`src/rtl/ram_pkg.sv`:
```
// Shared defaults and FSM state encoding for the RAM burst master.
package ram_pkg;

  localparam int RAM_DATA_W = 8;   // RAM word width
  localparam int RAM_ADDR_W = 6;   // RAM address port width
  localparam int RAM_DEPTH  = 32;  // implemented words, power of two
  localparam int RAM_LEN_W  = 5;   // burst length field, beats = len + 1

  typedef enum logic [2:0] {
    ST_IDLE    = 3'd0,
    ST_WR      = 3'd1,
    ST_RD_FILL = 3'd2,
    ST_RD_DATA = 3'd3,
    ST_DONE    = 3'd4
  } state_e;

endpackage

```
`src/rtl/ram_burst_addr_gen.sv`:
```
// Burst address generator: loadable address register that wraps modulo DEPTH,
// plus a beat down-counter flagging the final beat. The address register is
// kept at full port width but masked, so bits above the implemented depth are
// always zero on the RAM port.
module ram_burst_addr_gen
  import ram_pkg::*;
#(
  parameter int ADDR_W = RAM_ADDR_W,
  parameter int DEPTH  = RAM_DEPTH,
  parameter int LEN_W  = RAM_LEN_W
) (
  input  logic              clk,
  input  logic              rst,
  input  logic              load_i,
  input  logic              advance_i,
  input  logic [ADDR_W-1:0] start_addr_i,
  input  logic [LEN_W-1:0]  len_i,
  output logic [ADDR_W-1:0] cur_addr_o,
  output logic [ADDR_W-1:0] next_addr_o,
  output logic              last_beat_o
);

  localparam logic [ADDR_W-1:0] ADDR_MASK = ADDR_W'(DEPTH - 1);

  logic [ADDR_W-1:0] addr_q, addr_d;
  logic [LEN_W-1:0]  cnt_q, cnt_d;
  logic [ADDR_W-1:0] addr_inc_s;

  assign addr_inc_s  = (addr_q + {{(ADDR_W-1){1'b0}}, 1'b1}) & ADDR_MASK;
  assign cur_addr_o  = addr_q;
  assign next_addr_o = addr_inc_s;
  assign last_beat_o = (cnt_q == {LEN_W{1'b0}});

  // Next-state: load on request accept, step address and count on each beat.
  always_comb begin
    addr_d = addr_q;
    cnt_d  = cnt_q;
    if (load_i) begin
      addr_d = start_addr_i & ADDR_MASK;
      cnt_d  = len_i;
    end else if (advance_i) begin
      addr_d = addr_inc_s;
      if (cnt_q != {LEN_W{1'b0}}) begin
        cnt_d = cnt_q - {{(LEN_W-1){1'b0}}, 1'b1};
      end else begin
        cnt_d = cnt_q;
      end
    end else begin
      addr_d = addr_q;
      cnt_d  = cnt_q;
    end
  end

  // Address and beat counter registers.
  always_ff @(posedge clk or posedge rst) begin
    if (rst) begin
      addr_q <= {ADDR_W{1'b0}};
      cnt_q  <= {LEN_W{1'b0}};
    end else begin
      addr_q <= addr_d;
      cnt_q  <= cnt_d;
    end
  end

endmodule

```
`src/rtl/ram_burst_master.sv`:
```
// Burst master for a single-port synchronous RAM with a registered read
// address. Write beats go straight to the RAM port; reads use one fill cycle
// to prime the RAM address register, then stream one beat per cycle. Under
// read backpressure the address is held so the RAM output stays stable,
// which removes the need for a skid buffer.
module ram_burst_master
  import ram_pkg::*;
#(
  parameter int DATA_W = RAM_DATA_W,
  parameter int ADDR_W = RAM_ADDR_W,
  parameter int DEPTH  = RAM_DEPTH,
  parameter int LEN_W  = RAM_LEN_W
) (
  input  logic              clk,
  input  logic              rst,
  input  logic              req_valid,
  output logic              req_ready,
  input  logic              req_write,
  input  logic [ADDR_W-1:0] req_addr,
  input  logic [LEN_W-1:0]  req_len,
  input  logic [DATA_W-1:0] wr_data,
  input  logic              wr_valid,
  output logic              wr_ready,
  output logic [DATA_W-1:0] rd_data,
  output logic              rd_valid,
  input  logic              rd_ready,
  output logic              done,
  output logic [ADDR_W-1:0] ram_addr,
  output logic [DATA_W-1:0] ram_data_in,
  output logic              ram_we,
  input  logic [DATA_W-1:0] ram_data_out
);

  state_e            state_q, state_d;
  logic              load_s;
  logic              advance_s;
  logic [ADDR_W-1:0] cur_addr_s;
  logic [ADDR_W-1:0] next_addr_s;
  logic              last_beat_s;

  ram_burst_addr_gen #(
    .ADDR_W (ADDR_W),
    .DEPTH  (DEPTH),
    .LEN_W  (LEN_W)
  ) u_addr_gen (
    .clk          (clk),
    .rst          (rst),
    .load_i       (load_s),
    .advance_i    (advance_s),
    .start_addr_i (req_addr),
    .len_i        (req_len),
    .cur_addr_o   (cur_addr_s),
    .next_addr_o  (next_addr_s),
    .last_beat_o  (last_beat_s)
  );

  // State register; reset returns to IDLE so ram_we drops at once.
  always_ff @(posedge clk or posedge rst) begin
    if (rst) begin
      state_q <= ST_IDLE;
    end else begin
      state_q <= state_d;
    end
  end

  // Next-state and port drive; every output defaults to its idle value.
  always_comb begin
    state_d     = state_q;
    req_ready   = 1'b0;
    wr_ready    = 1'b0;
    rd_valid    = 1'b0;
    rd_data     = {DATA_W{1'b0}};
    done        = 1'b0;
    ram_addr    = {ADDR_W{1'b0}};
    ram_data_in = {DATA_W{1'b0}};
    ram_we      = 1'b0;
    load_s      = 1'b0;
    advance_s   = 1'b0;
    case (state_q)
      ST_IDLE: begin
        req_ready = 1'b1;
        if (req_valid) begin
          load_s  = 1'b1;
          state_d = req_write ? ST_WR : ST_RD_FILL;
        end else begin
          state_d = ST_IDLE;
        end
      end
      ST_WR: begin
        wr_ready    = 1'b1;
        ram_addr    = cur_addr_s;
        ram_data_in = wr_data;
        ram_we      = wr_valid;
        if (wr_valid) begin
          advance_s = 1'b1;
          state_d   = last_beat_s ? ST_DONE : ST_WR;
        end else begin
          state_d = ST_WR;
        end
      end
      ST_RD_FILL: begin
        // RAM captures the first read address at the end of this cycle.
        ram_addr = cur_addr_s;
        state_d  = ST_RD_DATA;
      end
      ST_RD_DATA: begin
        rd_valid = 1'b1;
        rd_data  = ram_data_out;
        if (rd_ready) begin
          // Present the next address now so its data appears next cycle.
          ram_addr  = next_addr_s;
          advance_s = 1'b1;
          state_d   = last_beat_s ? ST_DONE : ST_RD_DATA;
        end else begin
          ram_addr = cur_addr_s;
          state_d  = ST_RD_DATA;
        end
      end
      ST_DONE: begin
        done    = 1'b1;
        state_d = ST_IDLE;
      end
      default: begin
        state_d = ST_IDLE;
      end
    endcase
  end

endmodule

```
`config.mk`:
```
export PLATFORM = sky130hd
export DESIGN_NAME = ram_burst_master
export DESIGN_NICKNAME = d
export VERILOG_FILES = /design/src/rtl/ram_pkg.sv /design/src/rtl/ram_burst_addr_gen.sv /design/src/rtl/ram_burst_master.sv
export SDC_FILE = /design/constraint.sdc
export NUM_CORES = 1
export LEC_CHECK = 0
export BUFFER_PORTS_ARGS = -buffer_cell sky130_fd_sc_hd__clkbuf_2
export CAP_MARGIN = 20
export CORE_UTILIZATION = 45
export DETAILED_ROUTE_END_ITERATION = 10
export PLACE_DENSITY = 0.83
export SYNTH_ARGS = -nofsm -noshare
export SYNTH_HDL_FRONTEND = slang
export SYNTH_HIERARCHICAL = 1
export SYNTH_SLANG_ARGS = --single-unit
```
`constraint.sdc`:
```
create_clock -name clk -period 4.74 [get_ports clk]
set_clock_uncertainty 0.1 [all_clocks]
set_input_delay 0.237 -clock clk [delete_from_list [all_inputs] [get_ports clk]]
set_output_delay 0.237 -clock clk [all_outputs]
set_load 0.02 [all_outputs]
```
Yosys cells after proc, flatten, opt, wreduce, memory -nomap -nowiden
Cells that the tools add are included. W data, S select, Z words.

$mul: 0. Shift-type cells: 0. Multiplexer cells: 26. Reductions and logical operators: 7. Bitwise gates (word level): 0. Eq/ne operators: 4. Divide/modulo/power cells: 0. $add $sub $neg: 2. Magnitude comparators: 0.

Operators by type and width (count): $mux W6 (3); $mux W8 (2); $mux W5 (3); $mux W3 (4); $pmux W3 S4 (1); $pmux W6 S2 (1); $mux W1 (9); $eq A3 B2 Y1 const B (2); $add A5 B1 Y5 const B (1); $logic_not A5 Y1 (1); $reduce_bool A5 Y1 (1); $sub A5 B1 Y5 const B (1); $mux W2 (2); $reduce_bool A2 Y1 (2); $eq A3 B1 Y1 const B (1); $eq A3 B3 Y1 const B (1); $logic_not A3 Y1 (1); $pmux W1 S2 (1); $reduce_and A2 Y1 (1); $reduce_or A2 Y1 (1).

Flip-flop bits (word level): 14. Memories kept: 0. Latch bits: 0. RAM bits: 0. Word-level logic and storage cells: 42. ROM bits: 0.

Depth between registers and ports, before layout
Word-level depth: 4. Depth in mapped cells: 8. Gate-level depth less buffers: 7.

Cells and area by module
The synthesis kept the hierarchy.

Modules (own cells, without submodules): ram_burst_addr_gen (cells an instance 69, times used 1, area each 611.8 sq um, sequential area each 250.2 sq um); ram_burst_master (cells an instance 63, times used 1, area each 456.7 sq um, sequential area each 75.1 sq um).

Worst setup path after synthesis
Ideal clock, no wire load.

Path kind: register to register. From: register state_q[1]. To: register u_addr_gen.cnt_q[3]. Slack: 2678 ps. Required time: 4563 ps. Arrival: 1885 ps. Clock period less this slack: 2062 ps. Path buffers: 1. Stages on the path, launching flop included: 8. Setup time: 77 ps. Cell sequence: dfrtp_1 -> buf_6 -> nor3b_2 -> and2_1 -> a21o_1 -> or4b_1 -> or3_1 -> a21oi_1.

Word-level cells in the longest chain between the ends: 4.

RTL lines: from (decl) (RTL line ram_burst_master.sv:34) `state_e state_q, state_d;`; from (signal assigned) (RTL line ram_burst_master.sv:62) `state_q <= state_d;`; $eq A3 B2 Y1 / $eq A3 B1 Y1 (equally long branches) (RTL line ram_burst_master.sv:79) `case (state_q)`; $pmux W1 S2 * (RTL line ram_burst_master.sv:79); named net advance_s (RTL line ram_burst_master.sv:36) `logic advance_s;`; $reduce_bool A2 Y1 (no source line) *; $reduce_and A2 Y1 (no source line) *; to (signal assigned) (RTL line ram_burst_addr_gen.sv:58) `cnt_q <= {LEN_W{1'b0}};`; to (signal assigned) (RTL line ram_burst_addr_gen.sv:61) `cnt_q <= cnt_d;`; to (decl) (RTL line ram_burst_addr_gen.sv:26) `logic [LEN_W-1:0] cnt_q, cnt_d;`.

Mark *: on every way through the listed nets, which the timed path passes. The rest lies on a longest branch. A chain may end at the register's enable or synchronous reset.

Worst setup path in the final report
From: register state_q[2]. To: register u_addr_gen.cnt_q[3].

The elaborated chain is that of the path after synthesis.

==> results.tsv <==
stage	metric	value	unit
placement	DP Cell Count	206	
yosys	syn avg cell area	8.095	um^2
layout	net count reported at finish	219	
clock_network	Max Buffers Root-to-Sink	2	
die	Die Y	50.73	um
placement	DP HPWL	1987	um
global_routing	gr usage total	21.56	%
yosys	Synth area leader	dfrtp_1	
global_routing	first-pass GRT wire length	4174	um
die	floorplan core area	2233	um^2
yosys	Post-synth EDFFs	0	
power_and_ir_drop	worst vdd ir	0.3570	mV
detailed_routing	DRC	0	
layout	FILL cells	210	
setup_path	Crit path depth	6	
setup_path	CP delay by family, top	simple AND/OR/NAND/NOR gates	
die	die width	50.73	um
layout	synth-to-layout area growth	27.52	%
yosys	Area contributors post-synth	dfrtp_1 30%, and2_1 11%, nand2_1 6.3%	
layout	FF/Latch Area	325.3	um^2
power_and_ir_drop	internal power	431.9	uW
setup_path	worst endpoint data arrival time	2790	ps
detailed_routing	number of detailed-route iterations in the first pass	4	
setup_path	reg2reg setup slack	2050	ps
setup_path	required time worst endpoint	4850	ps
setup_path	crit end category	register	
sta	Final Critical Period	2686	ps
clock_network	clk_lat worst skew	280	ps
detailed_routing	Total Routed Length	2533	um
detailed_routing	post-detailed-route wirelength per cell	12.00	um
power_and_ir_drop	Clock power frac	7.6	%
setup_path	crit-path max cell delay	520	ps
detailed_routing	DR vias	1053	
setup_path	R2R depth	6	
setup_path	kind of critical path	reg2reg	
yosys	Warnings, synthesis	6	
power_and_ir_drop	Sequential Power Share	27.3	%
clock_network	clock sink count	13	
sta	RSZ-0062 raised after global routing	false	
detailed_routing	ANT nets after route	0	
detailed_routing	Initial DRC Count	25	
global_routing	gr ovfl total	0	
sta	Worst Tran Pin Value	517.2	ps
power_and_ir_drop	Switch Pwr	457.7	uW
yosys	Post-synth top flop	dfrtp_1	
placement	Port Buffers	57	
layout	share of layout cells above drive strength 1	35.52	%
setup_path	CP Capture Point	u_addr_gen/cnt_q[3]	
clock_network	CTS tree	done	
setup_path	Worst Setup SP	state_q[2]	
power_and_ir_drop	total power	889.6	uW
sta	setup tns final	0	ps
sta	Fin. Hold Viols	0	
global_routing	antenna violations before repair	0	
clock_network	Clock Pin Slew Worst Setup and Hold Paths	80	ps
clock_network	clk root buf	clkbuf_4	
sta	relative slew slack	65.37	%
yosys	cell count after synthesis	132	
die	effective utilization at floorplan	47.84	%
power_and_ir_drop	PwrDens	652.9	nW/um^2
die	die area	2574	um^2
yosys	number of synthesized register bits	13	
setup_path	Critical-path top delay cell	dfrtp_1	
layout	area occupied by multi-input gates	654.4	um^2
clock_network	H-tree lvl count	1	
setup_path	Worst setup SP type	register	
sta	Final Max Slew Viols	0	
power_and_ir_drop	Switching Fraction	51.45	%
power_and_ir_drop	Comb power frac	65.1	%
yosys	sequential area share after synthesis	30.44	%
yosys	asr flop ratio synth	100.0	%
global_routing	vias in the first global route	977	
setup_path	Bufs and invs on worst path	0	
sta	Max Fclk	372.4	MHz
placement	GP Congestion	0.7434	
layout	Finished Layout Cells	211	
layout	antenna cells	0	
sta	Setup-failing EPs final	0	
status	status	complete, no violations	
clock_network	number of setup buffers added after CTS	0	
detailed_routing	Vias/cell	4.991	
yosys	Synth top area share	30.44	%
power_and_ir_drop	static leakage	0.0006919	uW
setup_path	r2r endpoint	u_addr_gen/cnt_q[3]	
run	maxcap violations	0	
yosys	top post-synthesis cells by count	18 x and2_1, 18 x nand2_1, 13 x dfrtp_1, 12 x a21oi_1	
layout	Finished Core Util	61.01	%
sta	period utilisation layout	56.66	%
hold_path	class of the worst hold path	in2reg	
global_routing	largest net degree at the start of global routing	21	
yosys	Yosys cell types	37	
yosys	Netlist Area Pre-Place	1069	um^2
setup_path	worst path cell trace	nor3b_2 -> and2_1 -> a21o_1 -> or4b_1 -> or3_1 -> a21oi_1	
die	Placement Rows	17	
setup_path	worst-path fanout max	12	
setup_path	reg-to-reg startpoint	state_q[2]	
die	Top-Level Pins	60	
clock_network	total CTS buffers	3	
-- power by group through the flow --
stage          clock network [uW]  logic (uW)  registers [uW]
2_1_floorplan                   0         472             211
3_3_place_gp                    0         561             238
6_report                     67.7         579             243
4_1_cts                      71.3         580             242
3_5_place_dp                    0         575             243
5_1_grt                      76.4         643             252
-- cells in the final DEF (no fill, tap or decap), types with 3 or more instances in the layout --
cell       n
inv_1      7
nand3_1    3
nand2_1   18
a21oi_1   12
xor2_1     4
xnor2_1    3
dfrtp_1   13
clkbuf_4   3
a32oi_1    7
clkbuf_2  57
o21ai_0    6
and2_1    18
-- logic make-up after synthesis --
group / after synthesis / share of synthesized area [%]
simple gates: 57 / 31.85
compound gates: 31 / 18.74
buf+inv: 19 / 8.664
flops: 13 / 30.44
xor+xnor: 7 / 5.738
fa+ha+maj: 2 / 2.342
mux: 2 / 1.874
other cells: 1 / 0.3510
-- final cells by class --
cell class,count,area share [%]
clock buffer,4,1.928
timing repair buffer,58,21.67
tap,28,2.571
inverter,7,1.928
sequential,13,23.88
multi-input combinational,101,48.03
-- metal layers --
layer  part of all wire, %  vias up  global-route usage, %
met1                    42      476                  24.53
li1                      -      553                      -
met3                   3.4        5                  3.333
met4                   1.5        0                  9.259
met5                     0        -                      0
met2                    53       19                  39.33
-- what timing repair did --
item	4_1_cts	5_1_grt
hold buffers	1	0
gates resized for setup	0	0
hold endpoints to repair	13	0
-- worst min path at each step --
stage / from / end / slack, ps / depth (start not counted)
2_1_floorplan: rst / state_q[0] / -110 / 1
3_3_place_gp: rst / state_q[1] / 2 / 2
3_5_place_dp: rst / state_q[2] / 6 / 2
4_1_cts: req_write / state_q[1] / 30 / 2
5_1_grt: req_write / state_q[1] / 40 / 2
6_report: req_write / state_q[1] / 40 / 2
-- registers in the layout, indices dropped and copies added, names as in the netlist --
signal	count
state_q	3
u_addr_gen/cnt_q	5
u_addr_gen/cur_addr_o	5
-- metrics by stage --
stage	hold WS [ps]	area (um^2)	setup WS [ps]
floorplan	-109.4	1072	2678
global placement	2.316	1326	2202
detailed placement	6.465	1326	2101
CTS	34.14	1363	2078
global route	39.89	1363	1823
finish	41.44	1363	2054
No activity file was read; power rests on OpenSTA's default activity.
